$ cat src/rtl/pipe_fifo.sv
// rtl/pipe_fifo.sv - DEPTH-entry circular pipeline FIFO with valid/ready on both sides.
// Define PIPE_FIFO_BYPASS_EN for zero-latency fall-through when the FIFO is empty.
module pipe_fifo #(
   parameter int DATA_SIZE = 32,
   parameter int DEPTH     = 4
) (
   input  logic                   clk,
   input  logic                   rst_n,
   input  logic [DATA_SIZE-1:0]   data_i,
   input  logic                   valid_i,
   output logic                   ready_o,
   input  logic                   flush,
   output logic [DATA_SIZE-1:0]   data_o,
   output logic                   valid_o,
   input  logic                   ready_i,
   output logic [$clog2(DEPTH):0] count_o
);

   localparam int AW = $clog2(DEPTH);
   localparam int CW = AW + 1;

   logic [DATA_SIZE-1:0] mem [DEPTH];
   logic [AW-1:0]        wr_ptr;
   logic [AW-1:0]        rd_ptr;
   logic [CW-1:0]        count;
   logic                 full;
   logic                 empty;
   logic                 push;
   logic                 pop;
   logic                 wr_en;
   logic                 rd_en;

   assign full    = (count == CW'(DEPTH));
   assign empty   = (count == '0);
   assign ready_o = !full;
   assign count_o = count;

`ifdef PIPE_FIFO_BYPASS_EN
   // An empty FIFO presents the incoming entry directly; if it is taken
   // the same cycle it never touches storage.
   assign valid_o = !flush && (!empty || valid_i);
   assign data_o  = !valid_o ? '0 : (empty ? data_i : mem[rd_ptr]);
   assign push    = valid_i && ready_o && !flush;
   assign pop     = valid_o && ready_i && !flush;
   assign wr_en   = push && !(empty && pop);
   assign rd_en   = pop && !empty;
`else
   assign valid_o = !empty && !flush;
   assign data_o  = valid_o ? mem[rd_ptr] : '0;
   assign push    = valid_i && ready_o && !flush;
   assign pop     = valid_o && ready_i && !flush;
   assign wr_en   = push;
   assign rd_en   = pop;
`endif

   always_ff @(posedge clk) begin
      if (wr_en) begin
         mem[wr_ptr] <= data_i;
      end
   end

   always_ff @(posedge clk or negedge rst_n) begin
      if (!rst_n) begin
         wr_ptr <= '0;
         rd_ptr <= '0;
         count  <= '0;
      end else if (flush) begin
         wr_ptr <= '0;
         rd_ptr <= '0;
         count  <= '0;
      end else begin
         if (wr_en) begin
            wr_ptr <= wr_ptr + AW'(1);
         end
         if (rd_en) begin
            rd_ptr <= rd_ptr + AW'(1);
         end
         case ({wr_en, rd_en})
            2'b10:   count <= count + CW'(1);
            2'b01:   count <= count - CW'(1);
            default: count <= count;
         endcase
      end
   end

   // Upstream must hold an offered entry until it is accepted.
   a_valid_hold: assert property (@(posedge clk) disable iff (!rst_n)
      (valid_i && !ready_o && !flush) |=> (valid_i || flush));

   a_depth_pow2: assert property (@(posedge clk) ((DEPTH & (DEPTH - 1)) == 0) && (DEPTH >= 2));

endmodule

$ cat config.mk
export PLATFORM = sky130hd
export DESIGN_NAME = pipe_fifo
export DESIGN_NICKNAME = d
export VERILOG_FILES = /design/src/rtl/pipe_fifo.sv
export SDC_FILE = /design/constraint.sdc
export NUM_CORES = 1
export LEC_CHECK = 0
export ABC_AREA = 1
export CAP_MARGIN = 20
export CORE_MARGIN = 1.5
export CORE_UTILIZATION = 35
export DETAILED_ROUTE_END_ITERATION = 12
export PLACE_DENSITY_LB_ADDON = 0.2
export SETUP_SLACK_MARGIN = 0.02
export SYNTH_ARGS = -nofsm -noshare
export SYNTH_HDL_FRONTEND = slang
export SYNTH_SLANG_ARGS = --single-unit
export TNS_END_PERCENT = 50
$ cat constraint.sdc
create_clock -name clk -period 6.51 [get_ports clk]
set_input_delay 0.9765 -clock clk [delete_from_list [all_inputs] [get_ports clk]]
set_output_delay 0.9765 -clock clk [all_outputs]
set_load 0.02 [all_outputs]
==> metrics.md <==
| Metric | Value |
|---|---|
| Worst Hold Class | reg -> reg |
| Rows | 45 |
| Via density per instance | 4.817 |
| Starting density of the core | 35.95% |
| Setup CP Type | reg -> out |
| H-tree Lvls | 4 |
| Worst Setup End Kind | output pin |
| Ant. Diodes | 0 |
| Worst-path maximum fanout | 67 |
| Synth unique cells | 24 |
| Longest Clk Path Bufs | 2 |
| CP delay by family, top | buffers and inverters |
| M1 WL | 5.390 mm |
| Tcrit/Tclk final | 62.47% |
| CP max stage cell | inv_2 |
| Switching Share | around 25% |
| Mapped Avg Cell Area | 12.34 um^2 |
| Commonest non-fill, non-tap cells in the layout | nor2_1, edfxtp_1, clkdlybuf4s50_1, o21ai_0, a21oi_1 |
| Clk network pwr share | a little over 40% |
| First-pass GRT wire length | 18.36 mm |
| Final layout net count | 561 |
| Total CTS buffers | 17 |
| Setup bufs post-CTS | 0 |
| Post-layout min period | 4067 ps |
| Core ar. | 15200 um^2 |
| Power Density | roughly 330 nW/um^2 |
| Internal power | about 1700 uW |
| Vias in the first global route | about 3400 |
| Power Total | 2318 uW |
| Worst-margin pin slew | 1014 ps |
| Worst VDD drop | around 0.20 mV |
| DRC | 0 |
| Post-CTS resize count | 0 |
| Synthesized Nets | 485 |
| Max-cap violations | 0 |
| Bufs and invs on worst path | 3 |
| Die Ht | 128.0 um |
| RD Place Congestion | ~0.73 |
| Fin util | 46.22% |
| Largest net degree at the start of global routing | 68 |
| Clk Tree Root Cell | clkbuf_16 |
| Syn Inst Count | 443 |
| CTS tree | done |
| Final hold violation count | 0 |
| Setup ws final | 2443 ps |
| WP data arrival | 3090 ps |
| Layout cells sized above 1 | 9.398% |
| RSZ-0062 raised after global routing | false |
| Post-route antenna net violation count | 0 |
| Cell Area, Synth | 5465 um^2 |
| Fraction of registers with async set/reset | 5.185% |
| Clock-pin transition on the worst setup and hold timing paths | approximately 60 ps |
| WL final | 11.85 mm |
| Post-Place Worst Slack | about 2600 ps |
| Wire per inst | 16.45 um |
| EDFF count, synth | 128 |
| Post-CTS Hold Buffers | 0 |
| Die area | 16370 um^2 |
| Port-buffer cells | 73 |
| Area Overhead vs Synth | 28.57% |
| Setup-failing EPs final | 0 |
| Leak | 0.002438 uW |
| Via count of the routed design | 3468 |
| Required @ worst endpoint | 5530 ps |
| Sequential power share | 43.0% |
| Sequential element share of the synthesized area | around three quarters |
| Status | completed |
| Crit path cell chain | buf_4 > inv_2 > o21ai_0 > a21oi_1 > clkdlybuf4s50_1 |
| Slew Limit Fails | 0 |
| Post-route setup TNS | 0 ps |
| Post-DP HPWL | 6.740 mm |
| Die X | 128.0 um |
| WL met3 | around 460 um |
| Worst-skew pair later-pin latency | 410 ps |
| Worst slew margin | approximately 32% |
| DR iter-0 viols | 244 |
| Comb pwr share | 15.4% |
| CP startpoint kind | register |
| DR top layer | met4 |
| Seq cells post-synth | 135 |
| Clock sinks | 135 |
| Gr ovfl total | 0 |
| Overall routing resource usage | ~15% |
| Psw | 568.1 uW |
| Ports | 74 |
| Synth warnings | 0 |
| Top achievable clock speed | 245.9 MHz |
| Initial antenna violation count | 0 |
| Worst path max stage delay | 840 ps |
| Pre-antenna DRT Iters | 4 |
| WL met2 | 5.881 mm |
| FILL cells | 1373 |
| Synth Flop Type | edfxtp_1 |
| Worst Skew | 9.150 ps |
| Commonest non-fill, non-tap cell in the layout | nor2_1 |
worst register-to-register path: cells and delay by family, from the launching register on:
kind          cells  cell delay, ps
flops             1             500
buf+inv           2             320
simple gates      5             990
per-layer routing:
layer,vias to the layer above,track usage [%]
met5,-,0
li1,1706,-
met1,1687,19.23
met3,7,4.466
met4,0,4.759
met2,68,25.55
Yosys cell counts, types with 4 or more instances:
master	count	area share (%)
buf_2	9	0.82
clkbuf_1	6	0.41
inv_2	4	0.27
inv_1	10	0.69
nor2_1	133	9.1
ha_1	4	0.92
o21ai_0	67	6.1
buf_4	4	0.55
edfxtp_1	128	70
nand2_1	19	1.3
dfrtp_1	7	3.2
a21oi_1	32	2.9
final cells by class:
class                   count  area (um^2)  area share, %
clock buffers              19        432.9          6.161
clock inverters            13        160.2          2.279
inverters                  14        52.55         0.7479
multi-input cells         270         1282          18.25
flip-flops and latches    135         4020          57.21
well taps                 188        235.2          3.348
repair buffers             81        843.3          12.00
path summary, 6_finish.rpt:
path | from | to | slack, ps | cells past startpoint
setup / recovery | rd_ptr[0] | data_o[0] | 2440 | 5
hold / removal | count_o[1] | count_o[1] | 630 | 2
setup reg to reg | count_o[0] | mem[1][24] | 4380 | 7
hold reg to reg | count_o[1] | count_o[1] | 630 | 2
max in group asynchronous | rst_n | rd_ptr[0] | 5380 | 1
min in group asynchronous | rst_n | count_o[0] | 850 | 1
flip-flops by register name, summed over array words and instances (netlist names):
name     cells
rd_ptr       2
wr_ptr       2
mem        128
count_o      3
cell families after synthesis:
kind of cell | share of synthesized area, %
AOI/OAI and AO/OA | 9.524
xor gates and xnor gates | 0.1603
adders and majority gates | 1.282
buffers and inverters | 3.548
DFF | 73.53
and+or+nand+nor | 11.95
power groups by stage:
| stage | Sequential [uW] | Combinational (uW) | Clock, uW |
|---|---|---|---|
| finish | 997 | 358 | 963 |
| global route | 999 | 398 | 1010 |
| CTS | 997 | 366 | 979 |
| detailed placement | 1010 | 364 | 0 |
| global placement | 1010 | 359 | 0 |
| floorplan | 1020 | 215 | 0 |
through the flow:
stage                     cells  hold WS (ps)  area (um^2)
after floorplan             443         579.4         5465
after global placement      685         595.9         6359
after detailed placement    687         619.6         6414
after CTS                   719         632.7         7007
after global routing        720         681.0         7027
final                       720         631.6         7027
Power figures use the tool's default switching activity.
